### src/rtl/multi_alarm_clock_pkg.sv
// multi_alarm_clock_pkg: shared BCD types, FSM states and time helpers for the alarm clock
package multi_alarm_clock_pkg;
   typedef logic [3:0] bcd_t;
   typedef struct packed {
      logic [1:0] h1;
      bcd_t       h0;
      bcd_t       m1;
      bcd_t       m0;
   } hhmm_t;
   typedef enum logic [1:0] {IDLE, RINGING, SNOOZED} state_t;
   localparam int SEC_PER_MIN = 60;
   function automatic logic hhmm_valid(hhmm_t t);
      return t.h0 <= 4'd9 && t.m1 <= 4'd5 && t.m0 <= 4'd9 &&
             (t.h1 < 2'd2 || (t.h1 == 2'd2 && t.h0 <= 4'd3));
   endfunction
   function automatic hhmm_t hhmm_inc(hhmm_t t);
      hhmm_t r;
      r = t;
      if (t.m0 != 4'd9) r.m0 = t.m0 + 4'd1;
      else begin
         r.m0 = '0;
         if (t.m1 != 4'd5) r.m1 = t.m1 + 4'd1;
         else begin
            r.m1 = '0;
            if (t.h1 == 2'd2 && t.h0 == 4'd3) begin
               r.h1 = '0;
               r.h0 = '0;
            end else if (t.h0 == 4'd9) begin
               r.h1 = t.h1 + 2'd1;
               r.h0 = '0;
            end else r.h0 = t.h0 + 4'd1;
         end
      end
      return r;
   endfunction
endpackage

### src/rtl/multi_alarm_clock_bcd_time_counter.sv
// bcd_time_counter: 24-hour hh:mm:ss BCD time of day with load and one-second tick
module bcd_time_counter
   import multi_alarm_clock_pkg::*;
(
   input  logic  clk,
   input  logic  reset,
   input  logic  ld,
   input  logic  tick,
   input  hhmm_t ld_val,
   output hhmm_t hm,
   output hhmm_t hm_inc,
   output bcd_t  s1,
   output bcd_t  s0,
   output logic  min_wrap
);
   assign min_wrap = s1 == 4'd5 && s0 == 4'd9;
   assign hm_inc = hhmm_inc(hm);
   always_ff @(posedge clk or negedge reset)
      if (!reset) begin
         hm <= '0;
         s1 <= '0;
         s0 <= '0;
      end else if (ld) begin
         hm <= ld_val;
         s1 <= '0;
         s0 <= '0;
      end else if (tick) begin
         s0 <= s0 == 4'd9 ? 4'd0 : s0 + 4'd1;
         s1 <= s0 != 4'd9 ? s1 : min_wrap ? 4'd0 : s1 + 4'd1;
         if (min_wrap) hm <= hm_inc;
      end
endmodule

### src/rtl/multi_alarm_clock.sv
// multi_alarm_clock: BCD 24-hour clock with NUM_ALARMS alarm slots and a ring/snooze controller
module multi_alarm_clock
   import multi_alarm_clock_pkg::*;
#(
   parameter  int NUM_ALARMS    = 4,
   parameter  int TICKS_PER_SEC = 1,
   parameter  int SNOOZE_MIN    = 5,
   parameter  int RING_SEC      = 60,
   localparam int AW = NUM_ALARMS > 1 ? $clog2(NUM_ALARMS) : 1,
   localparam int PW = TICKS_PER_SEC > 1 ? $clog2(TICKS_PER_SEC) : 1
)(
   input  logic                  clk,
   input  logic                  reset,
   input  logic [1:0]            H_in1,
   input  logic [3:0]            H_in0,
   input  logic [3:0]            M_in1,
   input  logic [3:0]            M_in0,
   input  logic                  LD_time,
   input  logic                  LD_alarm,
   input  logic [AW-1:0]         al_sel,
   input  logic [NUM_ALARMS-1:0] AL_EN,
   input  logic                  STOP_al,
   input  logic                  SNOOZE,
   output logic                  Alarm,
   output logic [AW-1:0]         alarm_id,
   output logic [1:0]            H_out1,
   output logic [3:0]            H_out0,
   output logic [3:0]            M_out1,
   output logic [3:0]            M_out0,
   output logic [3:0]            S_out1,
   output logic [3:0]            S_out0,
   output logic                  load_err
);
   localparam logic [PW-1:0] PRE_LAST  = PW'(TICKS_PER_SEC - 1);
   localparam logic [7:0]    RING_LAST = 8'(RING_SEC - 1);
   localparam logic [11:0]   SNZ_LAST  = 12'(SNOOZE_MIN * SEC_PER_MIN - 1);
   hhmm_t ld_hm, hm, hm_inc;
   hhmm_t slot [NUM_ALARMS];
   logic [PW-1:0] pre;
   logic in_ok, t_ok, a_ok, sec_tick, min_wrap, hit;
   logic [AW-1:0] hit_id, id_nxt;
   state_t state, state_nxt;
   logic [7:0] ring_cnt, ring_nxt;
   logic [11:0] snz_cnt, snz_nxt;
   assign ld_hm = '{h1: H_in1, h0: H_in0, m1: M_in1, m0: M_in0};
   assign in_ok = hhmm_valid(ld_hm);
   assign t_ok = LD_time && in_ok;
   assign a_ok = LD_alarm && in_ok && 32'(al_sel) < NUM_ALARMS;
   assign sec_tick = !t_ok && pre == PRE_LAST;
   assign {H_out1, H_out0, M_out1, M_out0} = hm;
   assign Alarm = state == RINGING;
   bcd_time_counter u_cnt (
      .clk      (clk),
      .reset    (reset),
      .ld       (t_ok),
      .tick     (sec_tick),
      .ld_val   (ld_hm),
      .hm       (hm),
      .hm_inc   (hm_inc),
      .s1       (S_out1),
      .s0       (S_out0),
      .min_wrap (min_wrap)
   );
   always_ff @(posedge clk or negedge reset)
      if (!reset) begin
         pre <= '0;
         load_err <= 1'b0;
         for (int i = 0; i < NUM_ALARMS; i++) slot[i] <= '0;
      end else begin
         pre <= (t_ok || sec_tick) ? '0 : pre + 1'b1;
         load_err <= (LD_time && !in_ok) || (LD_alarm && !a_ok);
         if (a_ok) slot[al_sel] <= ld_hm;
      end
   // a slot matches only on the tick that rolls seconds to 00; scanning downward leaves the lowest index
   always_comb begin
      hit = 1'b0;
      hit_id = '0;
      for (int i = NUM_ALARMS - 1; i >= 0; i--)
         if (sec_tick && min_wrap && AL_EN[i] && slot[i] == hm_inc) begin
            hit = 1'b1;
            hit_id = AW'(i);
         end
   end
   always_ff @(posedge clk or negedge reset)
      if (!reset) begin
         state <= IDLE;
         alarm_id <= '0;
         ring_cnt <= '0;
         snz_cnt <= '0;
      end else begin
         state <= state_nxt;
         alarm_id <= id_nxt;
         ring_cnt <= ring_nxt;
         snz_cnt <= snz_nxt;
      end
   always_comb begin
      state_nxt = state;
      id_nxt = alarm_id;
      ring_nxt = ring_cnt;
      snz_nxt = snz_cnt;
      case (state)
         IDLE:
            if (hit) begin
               state_nxt = RINGING;
               id_nxt = hit_id;
               ring_nxt = '0;
            end
         RINGING:
            if (STOP_al || !AL_EN[alarm_id] || (sec_tick && ring_cnt == RING_LAST)) state_nxt = IDLE;
            else if (SNOOZE) begin
               state_nxt = SNOOZED;
               snz_nxt = '0;
            end else if (sec_tick) ring_nxt = ring_cnt + 8'd1;
         SNOOZED:
            if (STOP_al || !AL_EN[alarm_id]) state_nxt = IDLE;
            else if (sec_tick && snz_cnt == SNZ_LAST) begin
               state_nxt = RINGING;
               ring_nxt = '0;
            end else if (sec_tick) snz_nxt = snz_cnt + 12'd1;
         default: state_nxt = IDLE;
      endcase
   end
endmodule
### config.mk
export PLATFORM = sky130hd
export DESIGN_NAME = multi_alarm_clock
export DESIGN_NICKNAME = d
export VERILOG_FILES = /design/src/rtl/multi_alarm_clock_pkg.sv /design/src/rtl/multi_alarm_clock_bcd_time_counter.sv /design/src/rtl/multi_alarm_clock.sv
export SDC_FILE = /design/constraint.sdc
export NUM_CORES = 1
export LEC_CHECK = 0
export BUFFER_PORTS_ARGS = -buffer_cell sky130_fd_sc_hd__buf_4
export CORE_ASPECT_RATIO = 0.7
export CORE_UTILIZATION = 60
export DETAILED_ROUTE_END_ITERATION = 16
export GPL_TIMING_DRIVEN = 0
export PLACE_DENSITY_LB_ADDON = 0.2
export SYNTH_ARGS = -nofsm -noshare
export SYNTH_HDL_FRONTEND = slang
export SYNTH_SLANG_ARGS = --single-unit
### constraint.sdc
create_clock -name clk -period 3.55 [get_ports clk]
set_clock_uncertainty 0.05 [all_clocks]
set_input_delay 0.355 -clock clk [delete_from_list [all_inputs] [get_ports clk]]
set_output_delay 0.355 -clock clk [all_outputs]
set_load 0.02 [all_outputs]
# Word level (Yosys, flattened, before mapping)
# Index checks and enable logic that the tools add are counted.
[op_classes] reduce_logical=43 bitwise=2 magnitude_cmp=8 mux=50 addsub=9 eq_ne=29
[ops] operator="$mux W12" count=5
[ops] operator="$bwmux W56" count=1
[ops] operator="$eq A14 B14 Y1" count=4
[ops] operator="$mux W14" count=4
[ops] operator="$mux W8" count=6
[ops] operator="$mux W4" count=10
[ops] operator="$demux W14 S2" count=1
[ops] operator="$pmux W12 S2" count=1
[ops] operator="$pmux W8 S3" count=1
[ops] operator="$logic_and A1 B1 Y1" count=23
[ops] operator="$add A4 B1 Y4 const B" count=5
[ops] operator="$mux W2" count=10
[ops] operator="$ne A2 B2 Y1 const B" count=9
[ops] operator="$add A12 B1 Y12 const B" count=1
[ops] operator="$eq A12 B9 Y1 const B" count=1
[ops] operator="$mux W6" count=2
[ops] operator="$mux W10" count=1
[ops] operator="$add A8 B1 Y8 const B" count=1
[ops] operator="$eq A4 B4 Y1 const B" count=2
[ops] operator="$eq A8 B6 Y1 const B" count=1
[ops] operator="$le A4 B4 Y1 const B" count=2
[ops] operator="$ne A4 B4 Y1 const B" count=2
[ops] operator="$reduce_and A7 Y1" count=1
[ops] operator="$eq A2 B2 Y1 const B" count=3
[ops] operator="28 further kinds" count=44
[word_totals] input_bits=26 ff_bits=104 word_cells=169

# Logic depth before layout (Yosys ltp)
[logic_depth] word_depth=16 ltp_mapped=13 depth_no_buf=11

# Modules after synthesis
# A second synthesis with hierarchy kept.
[hier_totals] hier_cells=575 hier_area_um2=5969.5
[modules_own_cells] mod="multi_alarm_clock" seq_area_each_um2=2052.0 area_each_um2=4357.9 instances=1 cells_each=391
[modules_own_cells] mod="bcd_time_counter" seq_area_each_um2=550.5 area_each_um2=1611.5 instances=1 cells_each=184

# Worst setup path after synthesis
# Ideal clock, no wire load.
[synth_timing] path_type="flip-flop to flip-flop" startpoint="reg u_cnt.hm[9] (netlist name)" endpoint="reg ring_cnt[4]" t_arrival_ns=2.906 setup_slack_ns=0.466 stages_incl_launch_ff=13 setup_ns=0.128 cell_sequence="dfrtp_1 -> inv_1 -> ha_1 -> and3b_1 -> buf_6 -> or2_4 -> o31ai_2 -> xor2_1 -> or3_2 -> nor4_2 -> nor4_4 -> a31oi_1 -> o41ai_1"
[synth_via] elab_chain_cells=13 elab_cells_between_ends=23 cone_classes="add/sub: 1; eq/ne: 7; mux: 9; reduce/logical: 6"
[synth_rtl] element="$add A4 B1 Y4, or another cell as far along" line_no="multi_alarm_clock_pkg.sv:31" text="end else r.h0 = t.h0 + 4'd1;"
[synth_rtl] element="$mux W4, or another cell as far along" line_no="multi_alarm_clock_pkg.sv:28" text="end else if (t.h0 == 4'd9) begin"
[synth_rtl] element="$mux W6" line_no="multi_alarm_clock_pkg.sv:25" text="if (t.h1 == 2'd2 && t.h0 == 4'd3) begin"
[synth_rtl] element="$mux W6" line_no="multi_alarm_clock_pkg.sv:22" text="if (t.m1 != 4'd5) r.m1 = t.m1 + 4'd1;"
[synth_rtl] element="$mux W10 *" line_no="multi_alarm_clock_pkg.sv:19" text="if (t.m0 != 4'd9) r.m0 = t.m0 + 4'd1;"
[synth_rtl] element="$eq A14 B14 Y1" line_no="multi_alarm_clock.sv:79" text="if (sec_tick && min_wrap && AL_EN[i] && slot[i] == hm_inc) begin"
[synth_rtl] element="$logic_and A1 B1 Y1" line_no="multi_alarm_clock.sv:79"
[synth_rtl] element="$mux W1 (3 in series)" line_no="multi_alarm_clock.sv:79"
[synth_rtl] element="$mux W1 *" line_no="multi_alarm_clock.sv:79"
[synth_rtl] element="$ne A2 B2 Y1 (no source line) *"
[synth_rtl] element="$reduce_and A7 Y1 (no source line) *"
[synth_rtl] element="to (signal assigned)" line_no="multi_alarm_clock.sv:93" text="ring_cnt <= ring_nxt;"
[synth_rtl] element="to (decl)" line_no="multi_alarm_clock.sv:43" text="logic [7:0] ring_cnt, ring_nxt;"
# Every way passes the cells marked *; elsewhere a longest branch is shown, timed or not.
# A chain may end at the register's enable or synchronous reset.

# Worst setup path in the final report
[layout_timing] startpoint="reg u_cnt.hm[5] (netlist name)" endpoint="reg ring_cnt[4]"
[layout_via] elab_chain_cells=11 elab_cells_between_ends=19 cone_classes="add/sub: 1; eq/ne: 6; mux: 7; reduce/logical: 5"
[layout_rtl] element="$add A4 B1 Y4 or $ne A4 B3 Y1 (tied branches)" line_no="multi_alarm_clock_pkg.sv:22"
[layout_rtl] element="$mux W4 or $mux W6 (tied branches)" line_no="multi_alarm_clock_pkg.sv:22"
[layout_rtl] element="$mux W10 *" line_no="multi_alarm_clock_pkg.sv:19"
[layout_rtl] element="$eq A14 B14 Y1" line_no="multi_alarm_clock.sv:79"
[layout_rtl] element="$logic_and A1 B1 Y1" line_no="multi_alarm_clock.sv:79"
[layout_rtl] element="$mux W1 (3 in series)" line_no="multi_alarm_clock.sv:79"
[layout_rtl] element="$mux W1 *" line_no="multi_alarm_clock.sv:79"
[layout_rtl] element="$ne A2 B2 Y1 (no source line) *"
[layout_rtl] element="$reduce_and A7 Y1 (no source line) *"
# Marked as above.

==> results.sh <==
export IMPL_status="finished, violations left"
export IMPL_violations="DRC"
export IMPL_design_die_area_sq_um=11100
export IMPL_ys_ff_latch=104
export IMPL_wl_per_cell_microns=20.32
export IMPL_holdWs_ns=0.2043
export IMPL_hp_start="LD_alarm"
export IMPL_instances_no_fill=851
export IMPL_crit_path_start="u_cnt.hm[5]$_DFFE_PN0P_"
export IMPL_initial_core_util_pct=61.87
export IMPL_r2r_start="u_cnt.hm[5]$_DFFE_PN0P_"
export IMPL_clock_fmax_ghz=0.2926
export IMPL_fillers=801
export IMPL_critPathLaunchType="flip-flop"
export IMPL_dr_pass1_iters=12
export IMPL_cts_root_buf="clkbuf_16"
export IMPL_viasPerCell=6.340
export IMPL_cts_sinks=104
export IMPL_core_area_sq_um=10360
export IMPL_drc=2
export IMPL_arrival_ns=3.60
export IMPL_hold_viol=0
export IMPL_antenna_found_initial=0
export IMPL_globalRouteOverflowTotal=0
export IMPL_portBuffers=51
export IMPL_drv_slew=0
export IMPL_num_rows=31
export IMPL_ys_seq_area_share_pct=40.62
export IMPL_cts_max_level=3
export IMPL_critical_path_class="reg2reg"
export IMPL_synth_cell_types=85
export IMPL_synth_area_sq_um=6407
export IMPL_cts_tree="yes"
export IMPL_areaGrowthSynthToFinish_pct=14.10
export IMPL_clockBufferDepth=2
export IMPL_cp_end_kind="flip-flop"
export IMPL_grt_pass1_wl_microns=26730
export IMPL_initialDrtViolationCount=567
export IMPL_die_y_microns=88.46
export IMPL_ys_flop_type="dfrtp_1"
export IMPL_drive_gt1_share_pct=22.25
export IMPL_synthesis_nets=688
export IMPL_maxSlewHeadroom_pct=44.15
export IMPL_post_cts_buffers=0
export IMPL_grt_pass1_vias=5068
export IMPL_r2r_slack_ns=0.13
export IMPL_min_to="load_err$_DFF_PN0_"
export IMPL_clk_pin_slew_ns=0.07
export IMPL_post_route_period_util_pct=96.27
export IMPL_fin_util_pct=70.59
export IMPL_wirelength_microns=17290
export IMPL_fin_crit_ns=3.418
export IMPL_io_pins=52
export IMPL_placed_cell_area_sq_um=6955
export IMPL_nNetsFinal=752
export IMPL_antenna_cells=0
export IMPL_postSynthAreaPerCell_sq_um=9.842
export IMPL_place_inst=834
export IMPL_synth_edf_count=0
export IMPL_setup_violations=0
export IMPL_rr_worst_depth=12
export IMPL_antenna_left=0
export IMPL_required_ns=3.73
export IMPL_reg2reg_to="ring_cnt[4]$_DFFE_PN0P_"
export IMPL_grt_usage_pct=32.14
export IMPL_worstHoldPathCells=3
export IMPL_clk_latency_ns=0.35
export IMPL_setup_tns_ns=0
export IMPL_fin_area_sq_um=7311
export IMPL_power_per_cell_area_nw_per_um2=631.6
export IMPL_synthArstFlopShare_pct=100.0
export IMPL_numCtsBuffers=9
export IMPL_power_leakage_nw=3.217
export IMPL_critPathMaxFanout=10
export IMPL_die_w_microns=125.5
export IMPL_vdd_drop_max_uv=334.4
export IMPL_synthCells=651
export IMPL_worstMarginPinSlew_ns=0.8378
export IMPL_gp_congestion=0.9749
export IMPL_grt_start_max_net_pins=105
export IMPL_vias=5395
export IMPL_min_path_type="in2reg"
export IMPL_place_detailed_hpwl_microns=12650
export IMPL_ys_warn_count=0
export IMPL_cap_violations=0
-- cells in the mapped netlist (12+ instances only) --
cell type,n,area (sq um)
clkbuf_1,12,45.04
dfrtp_1,104,2603
xnor2_1,42,367.9
mux2_2,52,585.6
a21oi_1,32,160.2
nand3_1,21,105.1
o21ai_0,27,135.1
nand2_1,47,176.4
nor3_1,25,125.1
xor2_1,23,201.4
nor2_1,49,183.9
inv_1,18,67.56
-- worst max-delay path, stage by stage (launching register included) --
cell and delay, ns:
dfrtp_1 0.48, inv_1 0.15, ha_1 0.21, and3b_2 0.20
buf_2 0.23, o211a_1 0.33, o32a_1 0.40, xnor2_1 0.10
nor4_1 0.44, and4b_1 0.34, nor4_4 0.09, a31oi_1 0.19
o41ai_1 0.09
-- worst max path at each step --
| stage | depth (start not counted) | slack [ns] | endpoint |
|---|---|---|---|
| floorplan | 12 | 0.47 | ring_cnt[4]$_DFFE_PN0P_ |
| global placement | 11 | 0.13 | ring_cnt[4]$_DFFE_PN0P_ |
| detailed placement | 11 | 0.10 | ring_cnt[4]$_DFFE_PN0P_ |
| CTS | 11 | 0.06 | ring_cnt[4]$_DFFE_PN0P_ |
| global route | 12 | -0.007 | ring_cnt[4]$_DFFE_PN0P_ |
| finish | 12 | 0.13 | ring_cnt[4]$_DFFE_PN0P_ |
-- per-layer routing --
metal / vias up / track usage [%] / wire (microns)
li1: 2487 / - / -
met1: 2675 / 46.17 / 8033
met2: 209 / 48.38 / 7614
met3: 24 / 6.590 / 1249
met4: 0 / 11.97 / 393
met5: - / 0 / 0
-- through the flow --
step                setup WS, ns  total power, mW
finish                    0.1323            4.618
global route           -0.007477            4.855
CTS                      0.06401            4.570
detailed placement        0.1025            3.564
global placement          0.1327            3.496
floorplan                 0.4655            2.982
-- flip-flops by register name, summed over array words and instances, names as in the netlist --
register	cells
snz_cnt	12
load_err	1
pre	1
ring_cnt	8
u_cnt.hm	14
state	2
slot	56
u_cnt.s0	4
alarm_id	2
u_cnt.s1	4
-- power by group --
part / switching, mW / internal, mW / total, mW
logic: 1.08 / 0.826 / 1.90
clock network: 0.454 / 0.550 / 1.00
registers: 0.293 / 1.42 / 1.71
total: 1.83 / 2.79 / 4.62
-- final cells by class --
type,instances,area [sq um],area share [%]
Tap cell,132,165.2,2.259
Sequential cell,104,2603,35.60
Inverter,18,67.56,0.9242
Multi-Input combinational cell,503,3622,49.55
Buffer,26,141.4,1.934
Timing Repair Buffer,53,424.2,5.802
Clock inverter,4,55.05,0.7530
Clock buffer,11,232.7,3.183
-- cells in the final DEF (no fill, tap or decap), drive strengths merged, types with 3 or more instances in the layout --
cell     netlist  final
xor2          23     23
nor2b          7      7
dfrtp        104    104
a41oi          4      4
mux2i         10     10
and2           9      9
nand2b         7      7
a31oi          7      7
a211oi         6      6
ha            11     11
o22ai          4      4
o21ai         31     31
or3            7      7
and3           9      9
nor2          50     50
a2bb2oi        3      3
nor4          14     14
xnor2         43     43
nor4b          3      3
nand2         48     48
o21a           4      4
clkbuf        14     25
a21oi         34     34
o31ai          3      3
nand4         11     11
buf           12     64
nor3          25     25
a21o           6      6
mux2          52     52
nand3b         8      8
inv           18     19
nand4b         5      5
nand3         21     21
-- kinds of logic after synthesis --
family	after synthesis	synth area share, %
xor+xnor	66	9.139
other cells	1	0.05853
simple gates	238	20.45
buf+inv	44	3.261
flops	104	40.62
fa+ha+maj	11	2.148
mux	63	11.17
compound gates	124	13.16
-- timing repair --
action | CTS | global route
hold endpoints to repair | 0 | 5
endpoints found under the setup margin | 0 | 7
gates resized for setup | 0 | 3
hold buffers | 0 | 1
(Power assumes the default switching activity.)
